**config.mk**
```make
export PLATFORM = sky130hd
export DESIGN_NAME = fp32_seq_divider_flat
export DESIGN_NICKNAME = d
export VERILOG_FILES = /design/src/rtl/fp32_seq_divider_if.sv /design/src/rtl/fp32_seq_divider.sv /design/src/flat_wrapper.sv
export SDC_FILE = /design/constraint.sdc
export NUM_CORES = 1
export LEC_CHECK = 0
export CORE_ASPECT_RATIO = 0.8
export CORE_MARGIN = 4
export CORE_UTILIZATION = 50
export CTS_BUF_LIST = sky130_fd_sc_hd__clkbuf_4 sky130_fd_sc_hd__clkbuf_8 sky130_fd_sc_hd__clkbuf_16
export DETAILED_ROUTE_END_ITERATION = 8
export PLACE_DENSITY = 0.71
export SKIP_CTS_REPAIR_TIMING = 1
export SYNTH_ARGS = -nofsm -noshare
export SYNTH_HDL_FRONTEND = slang
export SYNTH_SLANG_ARGS = --single-unit
```
**constraint.sdc**
```tcl
create_clock -name clk -period 7.96 [get_ports clk]
set_input_delay 1.194 -clock clk [delete_from_list [all_inputs] [get_ports clk]]
set_output_delay 1.194 -clock clk [all_outputs]
set_load 0.02 [all_outputs]
```
**src/rtl/fp32_seq_divider_if.sv**
```systemverilog
// Handshake bundle for fp32_seq_divider.
//   Input side : in_valid, in_ready, Dividend, Divisor
//   Output side: out_valid, out_ready, Quotient
//                (plus Flags = {invalid, div_by_zero, overflow, underflow}
//                 when FP_DIV_EXC_FLAGS_EN is defined)
// The slave modport is the divider; the master modport is whoever feeds
// operands and consumes results.
interface fp32_seq_divider_if;
  logic        in_valid;
  logic        in_ready;
  logic [31:0] Dividend;
  logic [31:0] Divisor;
  logic        out_valid;
  logic        out_ready;
  logic [31:0] Quotient;
`ifdef FP_DIV_EXC_FLAGS_EN
  logic [3:0]  Flags;
`endif

  modport slave (
    input  in_valid, Dividend, Divisor, out_ready,
    output in_ready, out_valid, Quotient
`ifdef FP_DIV_EXC_FLAGS_EN
    , output Flags
`endif
  );

  modport master (
    output in_valid, Dividend, Divisor, out_ready,
    input  in_ready, out_valid, Quotient
`ifdef FP_DIV_EXC_FLAGS_EN
    , input Flags
`endif
  );
endinterface

```
**src/rtl/fp32_seq_divider.sv**
```systemverilog
// Iterative IEEE-754 single-precision divider, Quotient = Dividend / Divisor.
// Restoring radix-2 mantissa division producing BITS_PER_CYCLE (1 or 2)
// quotient bits per clock, 26 bits in total (24 + guard + round), with the
// final remainder as sticky. Round-to-nearest-even; subnormals flushed to zero.
// Ports:
//   clk, rst_n  rising-edge clock, asynchronous active-low reset
//   bus         fp32_seq_divider_if.slave: in_valid/in_ready + Dividend/Divisor,
//               out_valid/out_ready + Quotient (Flags when FP_DIV_EXC_FLAGS_EN)
// Optional feature: define FP_DIV_EXC_FLAGS_EN to add the Flags output
// {invalid, div_by_zero, overflow, underflow}, valid with out_valid.
module fp32_seq_divider #(
  parameter int BITS_PER_CYCLE = 1
) (
  input logic                 clk,
  input logic                 rst_n,
  fp32_seq_divider_if.slave   bus
);

  localparam int         ITER_CYCLES = 26 / BITS_PER_CYCLE;
  localparam logic [4:0] LAST_CNT    = 5'(ITER_CYCLES - 1);

  typedef enum logic [2:0] {IDLE, PREP, ITER, ROUND, DONE} state_e;

  state_e             state_q, state_d;
  logic [31:0]        opa_q, opa_d, opb_q, opb_d;
  logic               sign_q, sign_d;
  logic signed [9:0]  exp_q, exp_d;
  logic [23:0]        mb_q, mb_d;
  logic [25:0]        rem_q, rem_d;
  logic [25:0]        quo_q, quo_d;
  logic [4:0]         cnt_q, cnt_d;
  logic               special_q, special_d;
  logic [31:0]        res_q, res_d;
`ifdef FP_DIV_EXC_FLAGS_EN
  logic [3:0]         flags_q, flags_d;
`endif

  // Operand classification (exponent field 0 counts as zero).
  logic a_zero, b_zero, a_inf, b_inf, a_nan, b_nan;
  assign a_zero = (opa_q[30:23] == 8'h00);
  assign b_zero = (opb_q[30:23] == 8'h00);
  assign a_inf  = (opa_q[30:23] == 8'hFF) && (opa_q[22:0] == 23'd0);
  assign b_inf  = (opb_q[30:23] == 8'hFF) && (opb_q[22:0] == 23'd0);
  assign a_nan  = (opa_q[30:23] == 8'hFF) && (opa_q[22:0] != 23'd0);
  assign b_nan  = (opb_q[30:23] == 8'hFF) && (opb_q[22:0] != 23'd0);

  // One ITER cycle worth of restoring steps; quotient bits enter at the LSB
  // so after 26 steps quo[25] carries weight 2^0.
  logic [25:0] rem_step, quo_step;
  always_comb begin
    rem_step = rem_q;
    quo_step = quo_q;
    for (int i = 0; i < BITS_PER_CYCLE; i++) begin
      if (rem_step >= {2'b00, mb_q}) begin
        rem_step = (rem_step - {2'b00, mb_q}) << 1;
        quo_step = {quo_step[24:0], 1'b1};
      end else begin
        rem_step = rem_step << 1;
        quo_step = {quo_step[24:0], 1'b0};
      end
    end
  end

  // Normalise and round. A quotient below 1.0 drops one bit, so guard moves
  // down one place and the remainder alone covers everything past it.
  logic signed [9:0] norm_exp, fin_exp;
  logic [23:0]       mant_pre;
  logic [24:0]       mant_rnd;
  logic [22:0]       fin_mant;
  logic              guard, rest, round_up;
  always_comb begin
    norm_exp = exp_q;
    mant_pre = quo_q[25:2];
    guard    = quo_q[1];
    rest     = quo_q[0] | (rem_q != 26'd0);
    if (!quo_q[25]) begin
      norm_exp = exp_q - 10'sd1;
      mant_pre = quo_q[24:1];
      guard    = quo_q[0];
      rest     = (rem_q != 26'd0);
    end
    round_up = guard & (rest | mant_pre[0]);
    mant_rnd = {1'b0, mant_pre} + 25'(round_up);
    fin_exp  = norm_exp;
    fin_mant = mant_rnd[22:0];
    if (mant_rnd[24]) begin
      fin_exp  = norm_exp + 10'sd1;
      fin_mant = mant_rnd[23:1];
    end
  end

  always_comb begin
    // NOTE: every combinational output gets a default first so no path
    // through the case statement leaves it unassigned and infers a latch.
    state_d   = state_q;
    opa_d     = opa_q;
    opb_d     = opb_q;
    sign_d    = sign_q;
    exp_d     = exp_q;
    mb_d      = mb_q;
    rem_d     = rem_q;
    quo_d     = quo_q;
    cnt_d     = cnt_q;
    special_d = special_q;
    res_d     = res_q;
`ifdef FP_DIV_EXC_FLAGS_EN
    flags_d   = flags_q;
`endif
    unique case (state_q)
      IDLE: begin
        if (bus.in_valid) begin
          opa_d   = bus.Dividend;
          opb_d   = bus.Divisor;
          state_d = PREP;
        end
      end
      PREP: begin
        sign_d    = opa_q[31] ^ opb_q[31];
        exp_d     = $signed({2'b00, opa_q[30:23]}) - $signed({2'b00, opb_q[30:23]}) + 10'sd127;
        mb_d      = {1'b1, opb_q[22:0]};
        rem_d     = {3'b001, opa_q[22:0]};
        quo_d     = '0;
        cnt_d     = '0;
        special_d = 1'b1;
`ifdef FP_DIV_EXC_FLAGS_EN
        flags_d   = 4'b0000;
`endif
        if (a_nan || b_nan || (a_zero && b_zero) || (a_inf && b_inf)) begin
          res_d = 32'h7FC0_0000;
`ifdef FP_DIV_EXC_FLAGS_EN
          flags_d = 4'b1000;
`endif
        end else if (a_inf) begin
          res_d = {opa_q[31] ^ opb_q[31], 8'hFF, 23'd0};
        end else if (b_zero) begin
          res_d = {opa_q[31] ^ opb_q[31], 8'hFF, 23'd0};
`ifdef FP_DIV_EXC_FLAGS_EN
          flags_d = 4'b0100;
`endif
        end else if (b_inf || a_zero) begin
          res_d = {opa_q[31] ^ opb_q[31], 31'd0};
        end else begin
          special_d = 1'b0;
        end
        // Special results skip ITER and pass ROUND untouched (2-cycle latency).
        state_d = (special_d) ? ROUND : ITER;
      end
      ITER: begin
        rem_d = rem_step;
        quo_d = quo_step;
        cnt_d = cnt_q + 5'd1;
        if (cnt_q == LAST_CNT) state_d = ROUND;
      end
      ROUND: begin
        if (!special_q) begin
          if (fin_exp >= 10'sd255) begin
            res_d = {sign_q, 8'hFF, 23'd0};
`ifdef FP_DIV_EXC_FLAGS_EN
            flags_d = 4'b0010;
`endif
          end else if (fin_exp <= 10'sd0) begin
            // The quotient of two nonzero finites is nonzero, so any flush
            // here is an underflow.
            res_d = {sign_q, 31'd0};
`ifdef FP_DIV_EXC_FLAGS_EN
            flags_d = 4'b0001;
`endif
          end else begin
            res_d = {sign_q, fin_exp[7:0], fin_mant};
          end
        end
        state_d = DONE;
      end
      DONE: begin
        if (bus.out_ready) state_d = IDLE;
      end
      default: state_d = IDLE;
    endcase
  end

  // NOTE: datapath registers are plain flops, not memory, so resetting them
  // to zero is cheap and keeps Quotient defined out of reset.
  always_ff @(posedge clk or negedge rst_n) begin
    if (!rst_n) begin
      state_q   <= IDLE;
      opa_q     <= '0;
      opb_q     <= '0;
      sign_q    <= 1'b0;
      exp_q     <= '0;
      mb_q      <= '0;
      rem_q     <= '0;
      quo_q     <= '0;
      cnt_q     <= '0;
      special_q <= 1'b0;
      res_q     <= '0;
`ifdef FP_DIV_EXC_FLAGS_EN
      flags_q   <= '0;
`endif
    end else begin
      // NOTE: non-blocking assignments so every flop samples the values from
      // before this edge, independent of statement order.
      state_q   <= state_d;
      opa_q     <= opa_d;
      opb_q     <= opb_d;
      sign_q    <= sign_d;
      exp_q     <= exp_d;
      mb_q      <= mb_d;
      rem_q     <= rem_d;
      quo_q     <= quo_d;
      cnt_q     <= cnt_d;
      special_q <= special_d;
      res_q     <= res_d;
`ifdef FP_DIV_EXC_FLAGS_EN
      flags_q   <= flags_d;
`endif
    end
  end

  assign bus.in_ready  = (state_q == IDLE);
  assign bus.out_valid = (state_q == DONE);
  assign bus.Quotient  = res_q;
`ifdef FP_DIV_EXC_FLAGS_EN
  assign bus.Flags     = flags_q;
`endif

endmodule

```
**src/flat_wrapper.sv**
```systemverilog
// flat-port wrapper written by rule: the top's interface ports become plain ports
module fp32_seq_divider_flat 
#(
  parameter int BITS_PER_CYCLE = 1
)
  (clk, rst_n, bus_in_valid, bus_Dividend, bus_Divisor, bus_out_ready, bus_in_ready, bus_out_valid, bus_Quotient);
  fp32_seq_divider_if bus_i ();
  input logic clk;
  input logic rst_n;
  input wire logic [$bits(bus_i.in_valid)-1:0] bus_in_valid;
  input wire logic [$bits(bus_i.Dividend)-1:0] bus_Dividend;
  input wire logic [$bits(bus_i.Divisor)-1:0] bus_Divisor;
  input wire logic [$bits(bus_i.out_ready)-1:0] bus_out_ready;
  output wire logic [$bits(bus_i.in_ready)-1:0] bus_in_ready;
  output wire logic [$bits(bus_i.out_valid)-1:0] bus_out_valid;
  output wire logic [$bits(bus_i.Quotient)-1:0] bus_Quotient;
  assign bus_i.in_valid = bus_in_valid;
  assign bus_i.Dividend = bus_Dividend;
  assign bus_i.Divisor = bus_Divisor;
  assign bus_i.out_ready = bus_out_ready;
  assign bus_in_ready = bus_i.in_ready;
  assign bus_out_valid = bus_i.out_valid;
  assign bus_Quotient = bus_i.Quotient;
  fp32_seq_divider #(.BITS_PER_CYCLE(BITS_PER_CYCLE)) u_core (.clk(clk), .rst_n(rst_n), .bus(bus_i));
endmodule
```
==> impl_results.rst <==
.. list-table::
   :header-rows: 1

   * - Metric
     - Value
   * - Status
     - complete, no violations
   * - Cell type with the largest total area after synthesis
     - sky130_fd_sc_hd__dfrtp_1
   * - DP Cell Count
     - 1,551
   * - Proportion of netlist area held by the largest area contributor
     - 0.423
   * - Peak per-stage delay on the critical path
     - 0.67 ns
   * - FF+latch count, synth
     - 192
   * - Crit Path Max Fanout
     - 39
   * - Htree depth
     - 4
   * - Number of endpoints failing setup at the final stage
     - 0
   * - Post-place instance area
     - 12,500 um2
   * - Leak
     - 0.00538 uW
   * - Count of warnings emitted by yosys
     - 0
   * - Final critical path time including I/O delays and setup
     - 4.34 ns
   * - Worst-path clk slew
     - 0.08 ns
   * - Final Max Slew Viols
     - 0
   * - Least-Margin Pin Slew
     - 1.01 ns
   * - Buffer cell driving the clock tree root
     - sky130_fd_sc_hd__clkbuf_16
   * - Worst EP required
     - 8.33 ns
   * - Clock power share
     - 0.155
   * - Ordered cell list for the critical path
     - buf_4 -> o2111ai_1 -> a211oi_1 -> nand4_1 -> a2111oi_2 -> xnor2_1 -> a2111o_1 -> nand3_1 -> nor3_2 -> a22o_1
   * - Leading register cell type out of synthesis
     - sky130_fd_sc_hd__dfrtp_1
   * - Maximum ir drop on the vdd rail
     - 0.247 mV
   * - Final std cell area, no fill
     - 13,100 um2
   * - Critical path start-end classification
     - reg -> reg
   * - Total power after layout
     - 5760 uW
   * - Slowest cell on the critical path
     - sky130_fd_sc_hd__nand4_1
   * - DRC violations left
     - 0
   * - Final number of hold-violating endpoints
     - 0
   * - Final layout net count
     - 1,372
   * - Number of top-level pins
     - 102
   * - DIE WIDTH
     - 176 um
   * - Count of antenna diodes in the layout
     - 0
   * - TritonCTS buffer count
     - 17
   * - Worst skew pair latency
     - 0.45 ns
   * - Cell depth of the worst setup path
     - 10
   * - Share of flip-flops with an asynchronous set or reset after synthesis
     - 1.00
   * - Maximum clock insertion buffer count
     - 2
   * - Worst setup path startpoint
     - u_core.quo_q[25]
   * - Antenna violations before repair
     - 1
   * - Type of the tightest min-delay check
     - reg -> reg
   * - Final estimated routing congestion in global placement
     - 0.941
   * - Most frequent cells in the layout
     - sky130_fd_sc_hd__dfrtp_1, sky130_fd_sc_hd__nand2_1, sky130_fd_sc_hd__o21ai_0, sky130_fd_sc_hd__clkdlybuf4s50_1, sky130_fd_sc_hd__a21oi_1
   * - Commonest non-fill, non-tap cell in the layout
     - sky130_fd_sc_hd__dfrtp_1
   * - Layout Cells excl Fill
     - 1,583
   * - Number of synthesized flops with an enable pin
     - 0
   * - Max-cap violation count
     - 0
   * - Synth Cell Area
     - 11,400 um2
   * - Reported net switching power
     - 2620 uW
   * - Layout Skew
     - 0.0179 ns
   * - Number of different library cells in the post-synthesis netlist
     - 76
   * - DIE AREA
     - 25,200 um2
   * - Switching part of the total
     - 0.456
   * - Count of nets left with antenna violations after detail routing
     - 0
   * - Fraction of the yosys area taken by sequential cells
     - 0.423
   * - Cells on worst reg2reg path
     - 10
   * - Buffer and inverter count on the worst path
     - 1
   * - Routed wirelength normalized by instance count
     - 17.6 um
   * - Clock tree from TritonCTS
     - built
   * - Half-perimeter wire length after detailed placement
     - 19,800 um
   * - Top achievable clock speed
     - 0.230 GHz
   * - Clock Sink Count
     - 192
   * - Capture point of the worst path
     - u_core.bus.Quotient[1]
   * - # port buffers
     - 101
   * - Area of the core
     - 22,400 um2
   * - Number of cells produced by synthesis
     - 1,207
   * - Layout cell share with drive strength beyond 1
     - 0.0987
   * - Vias per std cell
     - 5.80
   * - Mean instance size in the synthesized netlist
     - 9.40 um2
   * - Register share of total power
     - 0.307
   * - Setup TNS
     - 0 ns
   * - CP startpoint kind
     - flop
   * - Maximum number of pins on one net before global-route repair
     - 128
   * - Number of DRC markers after the initial detailed-route iteration
     - 772
   * - Share of power burned in combinational logic
     - 0.538
   * - All-layer global routing usage
     - 0.224
   * - Total power density per cell area
     - 438 nW/um2
   * - Post-synth net total
     - 1,315
   * - Starting Density
     - 0.507
   * - Capturing element type of the critical path
     - flop
   * - Tightest slew margin relative to the limit
     - 0.329
   * - Number of fillers in the final layout
     - 1,910
   * - Power Internal
     - 3130 uW
   * - Final wirelength
     - 27,800 um
   * - FF-to-FF End
     - u_core.bus.Quotient[1]
   * - Startpoint of the most critical register-to-register path
     - u_core.quo_q[25]
   * - Die height
     - 143 um
   * - Drt pass-1 iters
     - 5
   * - Final worst hold slack
     - 0.462 ns
   * - Worst reg2reg setup slack
     - 3.62 ns
   * - Number of vias after detailed routing
     - 9,186
   * - Family with the most delay on the worst path
     - compound AO/OA/AOI/OAI gates
   * - First-pass GRT wire length
     - 45,800 um
   * - Vias in the first global route
     - 8,740
   * - Overflow left after global routing
     - 0
   * - Leading cell types by total area after synthesis
     - sky130_fd_sc_hd__dfrtp_1, sky130_fd_sc_hd__mux2_2, sky130_fd_sc_hd__nand2_1
   * - Number of rows created at floorplan
     - 49
   * - Final Cycle Share
     - 0.545
   * - Setup repair after global routing missed its margin
     - false
   * - Crit path arrival time
     - 4.71 ns
   * - Area growth, synth to finish
     - 15.8%
-- kinds of logic after synthesis --
group,share of synthesized area
AOI/OAI and AO/OA,0.182
xor gates and xnor gates,0.0610
adders and majority gates,0.0454
buffers and inverters,0.0478
DFF,0.423
muxes,0.0817
and+or+nand+nor,0.159
-- worst min-delay path by stage --
stage,start,end,slack (ns),cells after the start
6_report,u_core.mb_q[23],u_core.mb_q[23],0.46,2
5_1_grt,u_core.mb_q[23],u_core.mb_q[23],0.51,2
4_1_cts,u_core.mb_q[23],u_core.mb_q[23],0.46,2
3_5_place_dp,u_core.mb_q[23],u_core.mb_q[23],0.45,2
3_3_place_gp,u_core.mb_q[23],u_core.mb_q[23],0.43,2
2_1_floorplan,u_core.mb_q[23],u_core.mb_q[23],0.42,2
-- synthesized netlist by cell type (6+ instances only) --
cell type                  count
sky130_fd_sc_hd__o21ai_0     102
sky130_fd_sc_hd__a31oi_1      10
sky130_fd_sc_hd__nor4_1       21
sky130_fd_sc_hd__mux2i_1      24
sky130_fd_sc_hd__nor3_1       20
sky130_fd_sc_hd__a21oi_1      70
sky130_fd_sc_hd__nor3b_1       6
sky130_fd_sc_hd__clkbuf_1     49
sky130_fd_sc_hd__xor2_1       29
sky130_fd_sc_hd__dfrtp_1     192
sky130_fd_sc_hd__nand2_1     146
sky130_fd_sc_hd__ha_1         38
sky130_fd_sc_hd__nor2b_1      16
sky130_fd_sc_hd__buf_1         8
sky130_fd_sc_hd__nand4_1      24
sky130_fd_sc_hd__a22o_1       39
sky130_fd_sc_hd__nor2_1       55
sky130_fd_sc_hd__o211ai_1     12
sky130_fd_sc_hd__o22ai_1      14
sky130_fd_sc_hd__buf_2        11
sky130_fd_sc_hd__xnor2_1      50
sky130_fd_sc_hd__a21o_1       13
sky130_fd_sc_hd__inv_1        59
sky130_fd_sc_hd__nand3_1      27
sky130_fd_sc_hd__mux2_2       59
sky130_fd_sc_hd__nand2b_1     12
-- tightest hold or removal path, stage by stage, from the launching register on --
cell and delay [ns]:
sky130_fd_sc_hd__dfrtp_1 0.32, sky130_fd_sc_hd__inv_1 0.06, sky130_fd_sc_hd__nand2_1 0.05
-- power groups by stage --
stage	combinational, uW	clock [uW]	sequential, uW
5_1_grt	3460	953	1820
3_5_place_dp	3050	0	1770
3_3_place_gp	3000	0	1760
4_1_cts	3070	918	1760
6_report	3100	892	1770
2_1_floorplan	2450	0	1620
-- flip-flops by register name (all words and copies together), names as in the netlist --
register and cells:
u_core.mb_q 24, u_core.opb_q 32, u_core.quo_q 26, u_core.cnt_q 5
u_core.sign_q 1, u_core.special_q 1, u_core.exp_q 10, u_core.opa_q 32
u_core.state_q 3, u_core.bus.Quotient 32, u_core.rem_q 26
-- through the flow --
| stage | utilization | setup slack [ns] |
|---|---|---|
| floorplan | - | 3.50 |
| global placement | 0.559 | 3.90 |
| detailed placement | 0.559 | 3.72 |
| CTS | 0.588 | 3.66 |
| global route | 0.588 | 3.15 |
| finish | 0.588 | 3.62 |
-- layer usage --
layer,vias to the layer above,track usage,share of wire
li1,4446,-,-
met4,2,0.0468,0.010
met3,23,0.0492,0.067
met2,265,0.319,0.42
met1,4450,0.350,0.50
met5,-,0,0.00039
-- final cells by class --
type,count,area (um2),area share
Inverter,59,221,0.0168
Timing Repair Buffer,111,1090,0.0829
Sequential cell,192,4810,0.365
Clock inverter,15,209,0.0159
Clock buffer,17,425,0.0324
Multi-Input combinational cell,883,6010,0.457
Tap cell,306,383,0.0291
Note: power is estimated with default switching activity, not from simulation.
